`config.mk`:
```
export PLATFORM = sky130hd
export DESIGN_NAME = blit_addr_seq
export DESIGN_NICKNAME = d
export VERILOG_FILES = /design/src/rtl/blit_pkg.sv /design/src/rtl/blit_addr_alu.sv /design/src/rtl/blit_addr_seq.sv
export SDC_FILE = /design/constraint.sdc
export NUM_CORES = 1
export LEC_CHECK = 0
export BUFFER_PORTS_ARGS = -buffer_cell sky130_fd_sc_hd__buf_4
export CORE_UTILIZATION = 52
export DETAILED_ROUTE_END_ITERATION = 6
export MAX_ROUTING_LAYER = met4
export PLACE_DENSITY = 0.81
export REMOVE_ABC_BUFFERS = 1
export SLEW_MARGIN = 20
export SYNTH_ARGS = -nofsm -noshare
export SYNTH_HDL_FRONTEND = slang
export SYNTH_SLANG_ARGS = --single-unit
export TNS_END_PERCENT = 10
```
`constraint.sdc`:
```
create_clock -name MasterClock -period 4.8 [get_ports MasterClock]
set_input_delay 0 -clock MasterClock [delete_from_list [all_inputs] [get_ports MasterClock]]
set_output_delay 0 -clock MasterClock [all_outputs]
set_load 0.1 [all_outputs]
```
`src/rtl/blit_pkg.sv`:
```
// Shared types and helpers for the blitter address sequencer.
// Holds the FSM state and ALU operation enums, the default widths and the signed-step helper.
package blit_pkg;

    localparam int ADDR_W_DEF = 20;
    localparam int CNT_W_DEF  = 8;
    localparam int STEP_W     = 8;

    typedef enum logic [1:0] {
        IDLE     = 2'd0,
        INNER    = 2'd1,
        STEPPING = 2'd2,
        FINISH   = 2'd3
    } blit_state_e;

    typedef enum logic [1:0] {
        OP_HOLD = 2'd0,
        OP_INC  = 2'd1,
        OP_DEC  = 2'd2,
        OP_STEP = 2'd3
    } blit_op_e;

    // Two's-complement step, one bit wider than STEP so that -255 is representable.
    function automatic logic [STEP_W:0] signed_step(input logic [STEP_W-1:0] step,
                                                    input logic              stepm1);
        logic [STEP_W:0] mag;
        mag = {1'b0, step};
        return stepm1 ? ({(STEP_W+1){1'b0}} - mag) : mag;
    endfunction

endpackage

```
`src/rtl/blit_addr_alu.sv`:
```
// Combinational address adder for the blitter sequencer.
// It selects one of hold, +1, -1 or +/-STEP. The result wraps modulo 2^ADDR_W.
module blit_addr_alu
    import blit_pkg::*;
#(
    parameter int ADDR_W = ADDR_W_DEF
) (
    input  logic [ADDR_W-1:0] i_addr,
    input  blit_op_e          i_op,
    input  logic [STEP_W-1:0] i_step,
    input  logic              i_stepm1,
    output logic [ADDR_W-1:0] o_addr
);

    logic [STEP_W:0]     w_sstep;
    logic [ADDR_W-1:0]   w_sstep_ext;
    logic [ADDR_W-1:0]   w_one;

    assign w_sstep     = signed_step(i_step, i_stepm1);
    assign w_sstep_ext = {{(ADDR_W-STEP_W-1){w_sstep[STEP_W]}}, w_sstep};
    assign w_one       = {{(ADDR_W-1){1'b0}}, 1'b1};

    // Next-address selection
    always_comb begin
        o_addr = i_addr;
        case (i_op)
            OP_HOLD: o_addr = i_addr;
            OP_INC:  o_addr = i_addr + w_one;
            OP_DEC:  o_addr = i_addr - w_one;
            OP_STEP: o_addr = i_addr + w_sstep_ext;
            default: o_addr = i_addr;
        endcase
    end

endmodule

```
`src/rtl/blit_addr_seq.sv`:
```
// Blitter address sequencer: runs of +/-1 moves separated by a programmed step.
// Half-rate (YFRAC) stepping exists only when BLIT_STEP_FRAC_EN is defined.
module blit_addr_seq
    import blit_pkg::*;
#(
    parameter int ADDR_W = ADDR_W_DEF,
    parameter int CNT_W  = CNT_W_DEF
) (
    input  logic              MasterClock,
    input  logic              RESETL,
    input  logic              ADDR_LD,
    input  logic [ADDR_W-1:0] ADDR_IN,
    input  logic [CNT_W-1:0]  INCNT,
    input  logic [CNT_W-1:0]  OUTCNT,
    input  logic              DECR,
    input  logic [STEP_W-1:0] STEP,
    input  logic              STEPM1,
    input  logic              YFRAC,
    input  logic              START,
    input  logic              ADV,
    output logic [ADDR_W-1:0] ADDR,
    output logic              ACTIVE,
    output logic              RUN_END,
    output logic              DONE
);

    localparam logic [CNT_W-1:0] CNT_ONE = {{(CNT_W-1){1'b0}}, 1'b1};

    blit_state_e       r_state;
    logic [ADDR_W-1:0] r_addr;
    logic [CNT_W-1:0]  r_in_cnt;
    logic [CNT_W-1:0]  r_out_cnt;
    logic [CNT_W-1:0]  r_sh_incnt;
    logic              r_sh_decr;
    logic [STEP_W-1:0] r_sh_step;
    logic              r_sh_stepm1;
    logic              r_run_end;
    logic              r_done;
    logic              r_active;

    blit_state_e       w_state_nx;
    blit_op_e          w_op;
    logic [ADDR_W-1:0] w_alu_addr;
    logic [ADDR_W-1:0] w_addr_nx;
    logic [CNT_W-1:0]  w_in_nx;
    logic [CNT_W-1:0]  w_out_nx;
    logic              w_run_end_nx;
    logic              w_done_nx;
    logic              w_start;
    logic              w_load;
    logic              w_step_en;

`ifdef BLIT_STEP_FRAC_EN
    logic r_sh_yfrac;
    logic r_phase;

    // First boundary of each pair is skipped in half-rate mode
    assign w_step_en = r_sh_yfrac ? r_phase : 1'b1;

    // Half-rate phase: cleared on start, toggled on every run boundary
    always_ff @(posedge MasterClock or negedge RESETL) begin
        if (!RESETL) begin
            r_sh_yfrac <= 1'b0;
            r_phase    <= 1'b0;
        end else if (w_start) begin
            r_sh_yfrac <= YFRAC;
            r_phase    <= 1'b0;
        end else if (r_state == STEPPING) begin
            r_sh_yfrac <= r_sh_yfrac;
            r_phase    <= ~r_phase;
        end else begin
            r_sh_yfrac <= r_sh_yfrac;
            r_phase    <= r_phase;
        end
    end
`else
    logic w_unused_yfrac;
    assign w_unused_yfrac = YFRAC;
    assign w_step_en      = 1'b1;
`endif

    blit_addr_alu #(.ADDR_W(ADDR_W)) u_alu (
        .i_addr   (r_addr),
        .i_op     (w_op),
        .i_step   (r_sh_step),
        .i_stepm1 (r_sh_stepm1),
        .o_addr   (w_alu_addr)
    );

    assign w_addr_nx = w_load ? ADDR_IN : w_alu_addr;

    // Next-state, counter and address-operation decode
    always_comb begin
        w_state_nx   = r_state;
        w_op         = OP_HOLD;
        w_in_nx      = r_in_cnt;
        w_out_nx     = r_out_cnt;
        w_run_end_nx = 1'b0;
        w_done_nx    = 1'b0;
        w_start      = 1'b0;
        w_load       = 1'b0;
        case (r_state)
            IDLE: begin
                w_load = ADDR_LD;
                if (START) begin
                    w_start    = 1'b1;
                    w_in_nx    = INCNT;
                    w_out_nx   = OUTCNT;
                    w_state_nx = INNER;
                end else begin
                    w_state_nx = IDLE;
                end
            end
            INNER: begin
                if (ADV) begin
                    w_op    = r_sh_decr ? OP_DEC : OP_INC;
                    w_in_nx = r_in_cnt - CNT_ONE;
                    if (r_in_cnt == CNT_ONE) begin
                        w_run_end_nx = 1'b1;
                        w_state_nx   = STEPPING;
                    end else begin
                        w_state_nx   = INNER;
                    end
                end else begin
                    w_state_nx = INNER;
                end
            end
            STEPPING: begin
                if (r_out_cnt == CNT_ONE) begin
                    w_done_nx  = 1'b1;
                    w_state_nx = FINISH;
                end else begin
                    w_out_nx   = r_out_cnt - CNT_ONE;
                    w_in_nx    = r_sh_incnt;
                    w_op       = w_step_en ? OP_STEP : OP_HOLD;
                    w_state_nx = INNER;
                end
            end
            FINISH: begin
                w_state_nx = IDLE;
            end
            default: begin
                w_state_nx = IDLE;
            end
        endcase
    end

    // State, address, counters and registered status outputs
    always_ff @(posedge MasterClock or negedge RESETL) begin
        if (!RESETL) begin
            r_state   <= IDLE;
            r_addr    <= {ADDR_W{1'b0}};
            r_in_cnt  <= {CNT_W{1'b0}};
            r_out_cnt <= {CNT_W{1'b0}};
            r_run_end <= 1'b0;
            r_done    <= 1'b0;
            r_active  <= 1'b0;
        end else begin
            r_state   <= w_state_nx;
            r_addr    <= w_addr_nx;
            r_in_cnt  <= w_in_nx;
            r_out_cnt <= w_out_nx;
            r_run_end <= w_run_end_nx;
            r_done    <= w_done_nx;
            r_active  <= (w_state_nx == INNER) || (w_state_nx == STEPPING);
        end
    end

    // Shadow copy of the step latch so its inputs may change mid-sequence
    always_ff @(posedge MasterClock or negedge RESETL) begin
        if (!RESETL) begin
            r_sh_incnt  <= {CNT_W{1'b0}};
            r_sh_decr   <= 1'b0;
            r_sh_step   <= {STEP_W{1'b0}};
            r_sh_stepm1 <= 1'b0;
        end else if (w_start) begin
            r_sh_incnt  <= INCNT;
            r_sh_decr   <= DECR;
            r_sh_step   <= STEP;
            r_sh_stepm1 <= STEPM1;
        end else begin
            r_sh_incnt  <= r_sh_incnt;
            r_sh_decr   <= r_sh_decr;
            r_sh_step   <= r_sh_step;
            r_sh_stepm1 <= r_sh_stepm1;
        end
    end

    assign ADDR    = r_addr;
    assign ACTIVE  = r_active;
    assign RUN_END = r_run_end;
    assign DONE    = r_done;

endmodule

```
# == Yosys cells after proc, flatten, opt, wreduce, memory -nomap -nowiden ==
# Index checks and enable logic that the tools add are counted.
# op_classes
reduce_logical,7
n_lt_le_gt_ge,0
eq_ne,14
multipliers,0
n_bitwise,0
div_mod_pow,0
mux,27
n_shift,0
n_addsub,6
# op_table
op,n
20-bit case mux with 3 select lines,1
8-bit two-way mux,5
8-bit case mux with 3 select lines,1
20-bit by 1-bit adder with 20-bit output (second input constant),1
20-bit adder,1
20-bit two-way mux,1
20-bit by 1-bit subtractor with 20-bit output (second input constant),1
8-bit by 1-bit equality test with 1-bit output (second input constant),2
8-bit case mux with 2 select lines,1
8-bit by 1-bit subtractor with 8-bit output (second input constant),2
2-bit two-way mux,6
2-bit equality test (second input constant),5
1-bit two-way mux,9
9-bit two-way mux,1
1-bit by 8-bit subtractor with 9-bit output (first input constant),1
2-bit != test (second input constant),4
2-bit case mux with 4 select lines,1
2-bit by 1-bit equality test with 1-bit output (second input constant),3
2-bit logical NOT,2
2-bit case mux with 2 select lines,1
4-bit AND reduction,1
3-bit AND reduction,1
3-bit nonzero test,1
2-bit nonzero test,1
1-bit logical OR,1
# word_totals
wordCells,65
output_inout_bits,23
latchBits,0
ramBits,0
memories,0
register_bits,59
mem_bits_ro,0

# == Longest topological paths before layout ==
# logic_depth
word_depth,6
mapped_depth,16

# == Hierarchy ==
# A second synthesis with hierarchy kept.
# hier_totals
hier_cells,488
hier_area_um2,4510.6
# by_module_without_submodules
mod,n_inst,area_each_um2,seq_area_each_um2,cells_each
blit_addr_seq,1,2907.8,1476.4,250
blit_addr_alu,1,1602.8,0.0,238

# == Least setup slack after synthesis ==
# No wires, ideal clock.
# synth_timing
path_kind,register to register
startpoint,register r_sh_step[0]
endpoint,"register r_addr[19], in the netlist ADDR[19]"
path_slack_ns,1.311
stages_incl_launch_ff,17
arrival_time_ns,3.365
path_buffers,2
required_time_ns,4.676
setup_ns,0.124
synth_period_minus_slack_ns,3.489
path_cell_list,dfrtp_1 inv_1 ha_1 or3b_2 o21ai_1 mux2i_1 and2_1 buf_6 ha_1 buf_2 and4_1 and4_1 a221oi_2 o21bai_1 a21oi_1 a211oi_1 a211o_1
# synth_between
elab_chain_cells,5
# synth_lines
item,line_no,source
from (decl),blit_addr_seq.sv:35,logic [STEP_W-1:0] r_sh_step;
from (signal assigned),blit_addr_seq.sv:174,r_sh_step <= {STEP_W{1'b0}};
from (signal assigned),blit_addr_seq.sv:184,r_sh_step <= r_sh_step;
1-bit by 8-bit subtractor with 9-bit output,blit_pkg.sv:28,return stepm1 ? ({(STEP_W+1){1'b0}} - mag) : mag;
9-bit two-way mux *,blit_pkg.sv:28,
20-bit adder *,blit_addr_alu.sv:30,OP_STEP: o_addr = i_addr + w_sstep_ext;
20-bit case mux with 3 select lines *,blit_addr_alu.sv:26,case (i_op)
20-bit two-way mux *,blit_addr_seq.sv:90,assign w_addr_nx = w_load ? ADDR_IN : w_alu_addr;
to (signal assigned),blit_addr_seq.sv:152,r_addr <= {ADDR_W{1'b0}};
to (signal assigned),blit_addr_seq.sv:160,r_addr <= w_addr_nx;
to (decl),blit_addr_seq.sv:30,logic [ADDR_W-1:0] r_addr;
# Mark *: on every way between the ends. The rest lies on a longest branch, timed or not.
# A chain may end at the register's enable or synchronous reset.

# == Worst setup path after layout ==
# layout_timing
startpoint,register r_state[1]
endpoint,"register r_addr[19], in the netlist ADDR[19]"
# layout_between
elab_chain_cells,5
word_cells_on_any_way,12
# layout_lines
item,line_no,source
from (decl),blit_addr_seq.sv:29,blit_state_e r_state;
from (signal assigned),blit_addr_seq.sv:159,r_state <= w_state_nx;
2-bit equality test or 2-bit by 1-bit equality test with 1-bit output (tied branches),blit_addr_seq.sv:102,case (r_state)
2-bit case mux with 2 select lines,blit_addr_seq.sv:102,
2-bit equality test or 2-bit by 1-bit equality test with 1-bit output (tied branches),blit_addr_alu.sv:26,
20-bit case mux with 3 select lines,blit_addr_alu.sv:26,
20-bit two-way mux,blit_addr_seq.sv:90,
# Parallel ways exist; a longest one is shown, timed or not.

==> impl_metrics.csv <==
group,metric,value,unit
clock_network,cts_resized,0,
finish,n_antenna_cell,0,
die,core_area,0.00777,mm²
synthesis,ys_ff_latch,59,
critical_path,crit_chain,"inv_1, ha_1, and2_1, nand2_1, mux2i_1, and2_1, ha_1, and4_1, and4_1, a221oi_2, o21bai_1, a21oi_1, a211oi_1, a211o_1",
power,p_leak,2.57,nW
timing,fin_tns_setup,0,ns
critical_path,worst_path_max_delay_cell,"ha_1",
finish,final_nets,681,
placement,place.gp.congestion,0.885,
power,p_seq_frac,0.254,
clock_network,hold_buffers,47,
global_routing,grt_use_total,0.267,
clock_network,clk_latency,0.34,ns
global_routing,grt_pass1_vias,3894,
die,io_pins,75,
timing,max_freq,255,MHz
routing,initialDrtViolationCount,125,
routing,first_pass_iters,5,
die,die-area,0.00846,mm²
critical_path,setup.worst_path.end_class,"flip-flop",
global_routing,antenna_found_initial,0,
clock_network,tritoncts.num_buffers,9,
die,initial_core_util,0.542,
power,clkPwrFrac,0.129,
placement,dp_hpwl,7020,µm
clock_network,clk_pin_slew,0.07,ns
finish,final_common_cell,"buf_4",
routing,drt-total-wl,10400,µm
synthesis,syn_area,0.00421,mm²
synthesis,yosysWarningCount,0,
timing,rsz0062_at_grt,"no",
synthesis,async_reset_ff_frac,1.00,
finish,nFillCells,595,
routing,vias_per_cell,5.70,
power,irDropWorstVdd,361,µV
global_routing,grt_max_degree,60,
global_routing,grt-ovfl-total,0,
routing,vias,4012,
timing,final.period_utilization,0.818,
min_path,timing.hold.worst.class,"in -> reg",
critical_path,crit_family,"simple AND/OR/NAND/NOR gates",
finish,final_core_util,0.709,
synthesis,syn-mean-instance-area,8.66,µm²
placement,portBuffers,73,
clock_network,root_buffer,"clkbuf_8",
timing,final-setup-viol-count,0,
critical_path,start_kind,"flip-flop",
timing,hold_ws,0.112,ns
timing,maxSlewViolCount,0,
synthesis,syn_inst,486,
power,combPwrFrac,0.617,
synthesis,ys.flop_type,"dfrtp_1",
routing,remaining_drc_errors,0,
routing,ant_nets,0,
power,power_density,694,mW/mm²
global_routing,grt_pass1_wl,17500,µm
die,die_y,92.0,µm
die,die_width,92.0,µm
clock_network,cts_buffer_depth,2,
synthesis,synth-edff-count,0,
timing,worstMarginPinSlew,0.936,ns
critical_path,critPathKind,"reg -> reg",
finish,final_cell_mix,"77 x buf_4, 59 x dfrtp_1, 57 x nand2_1, 47 x dlygate4sd3_1, 44 x a21oi_1",
timing,layout_min_cycle_time,3.93,ns
routing,wl_per_cell,14.8,µm
critical_path,cp.arrival,4.16,ns
power,intPower,1.85,mW
timing,hold_viol_final,0,
run,maxCapViolCount,0,
critical_path,cpPeakStageDelay,0.51,ns
critical_path,required,5.03,ns
timing,max-slew-margin-rel,0.375,
power,netSwitchingFraction,0.515,
finish,area_growth,30.9,%
synthesis,ys_types,56,
finish,final-seq-area,0.00148,mm²
power,p_switching,1.97,mW
synthesis,ys_seq_area_frac,0.351,
critical_path,worst-path-buf-inv,1,
die,rows,32,
finish,drive_gt1_frac,0.194,
clock_network,cts_setup_buffers,0,
critical_path,path_max_fanout,14,
status,status,"completed",
clock_network,cts-htree-levels,3,
finish,multiInputGateArea,0.00258,mm²
clock_network,clkSinkCount,59,
clock_network,cts_tree,"done",
timing,finalClockSkew,0.0124,ns
==> kinds of logic (layout without fill, tap and decap cells) <==
logic type | after synthesis | after routing | share of synthesized area
AND/OR/NAND/NOR | 161 | 161 | 0.191
buffers and inverters | 41 | 157 | 0.0395
adder cells (fa/ha/maj) | 29 | 29 | 0.0880
multiplexers | 26 | 26 | 0.0675
AO/OA/AOI/OAI | 151 | 151 | 0.224
XOR/XNOR | 19 | 19 | 0.0395
flip-flops | 59 | 59 | 0.351
==> per-layer routing <==
| layer | share of wire | track usage | vias up |
|---|---|---|---|
| li1 | - | - | 1995 |
| met3 | 0.049 | 0.0448 | 10 |
| met5 | 0 | - | - |
| met2 | 0.51 | 0.456 | 110 |
| met4 | 0.0059 | 0.0729 | 0 |
| met1 | 0.43 | 0.325 | 1897 |
==> flip-flops by register name, summed over array words and instances, names as in the netlist, 2 cells and up <==
register    cells
ADDR           20
r_state         2
r_in_cnt        8
r_out_cnt       8
r_sh_step       8
r_sh_incnt      8
==> stage by stage <==
step,total power [mW],cells,worst slack [ns],instance area (µm²)
final,3.82,704,0.873,5510
after global routing,4.11,704,0.597,5510
after CTS,3.82,704,0.902,5510
after detailed placement,3.28,644,0.909,4830
after global placement,3.21,644,1.02,4830
after floorplan,2.76,465,0.895,4120
==> worst reg2reg max path: stages, from the launching register on <==
cell and delay [ns]:
dfrtp_1 0.39, inv_1 0.10, ha_1 0.51, and2_1 0.29, nand2_1 0.09, mux2i_1 0.17
and2_1 0.30, ha_1 0.37, and4_1 0.28, and4_1 0.24, a221oi_2 0.37, o21bai_1 0.19
a21oi_1 0.18, a211oi_1 0.09, a211o_1 0.26
==> synthesized netlist by cell type (10+ instances only) <==
master | number | area (µm²)
xor2_1 | 12 | 105
ha_1 | 28 | 350
nand3_1 | 22 | 110
mux2_2 | 19 | 214
dfrtp_1 | 59 | 1480
nand2_1 | 57 | 214
a21oi_1 | 44 | 220
a21o_1 | 10 | 75.1
inv_1 | 20 | 75.1
nor2_1 | 25 | 93.8
o21ai_0 | 42 | 210
clkbuf_1 | 16 | 60.1
==> path summary, 6_finish.rpt <==
| check | startpoint | cells after the start | endpoint | slack (ns) |
|---|---|---|---|---|
| max | r_state[1] | 14 | ADDR[19] | 0.87 |
| min | ADDR_IN[19] | 4 | ADDR[19] | 0.11 |
| max reg2reg | r_state[1] | 14 | ADDR[19] | 0.87 |
| min reg2reg | r_sh_incnt[6] | 1 | r_sh_incnt[6] | 0.51 |
| max in group asynchronous | RESETL | 2 | r_out_cnt[3] | 4.01 |
| min in group asynchronous | RESETL | 2 | ADDR[3] | 0.25 |
==> area by class of cell <==
cell class / instances / area share
Sequential cell: 59 / 0.268
Clock buffer: 10 / 0.0250
Inverter: 20 / 0.0136
Multi-Input combinational cell: 386 / 0.468
Clock inverter: 3 / 0.0118
Tap cell: 102 / 0.0232
Timing Repair Buffer: 124 / 0.190
==> power groups by stage <==
stage	logic [mW]	registers (mW)	clock network, mW
4_1_cts	2.35	0.967	0.500
2_1_floorplan	1.23	1.53	0
3_3_place_gp	2.24	0.961	0
6_report	2.36	0.970	0.493
3_5_place_dp	2.31	0.975	0
5_1_grt	2.57	1.01	0.526
Power figures use the tool's default switching activity.
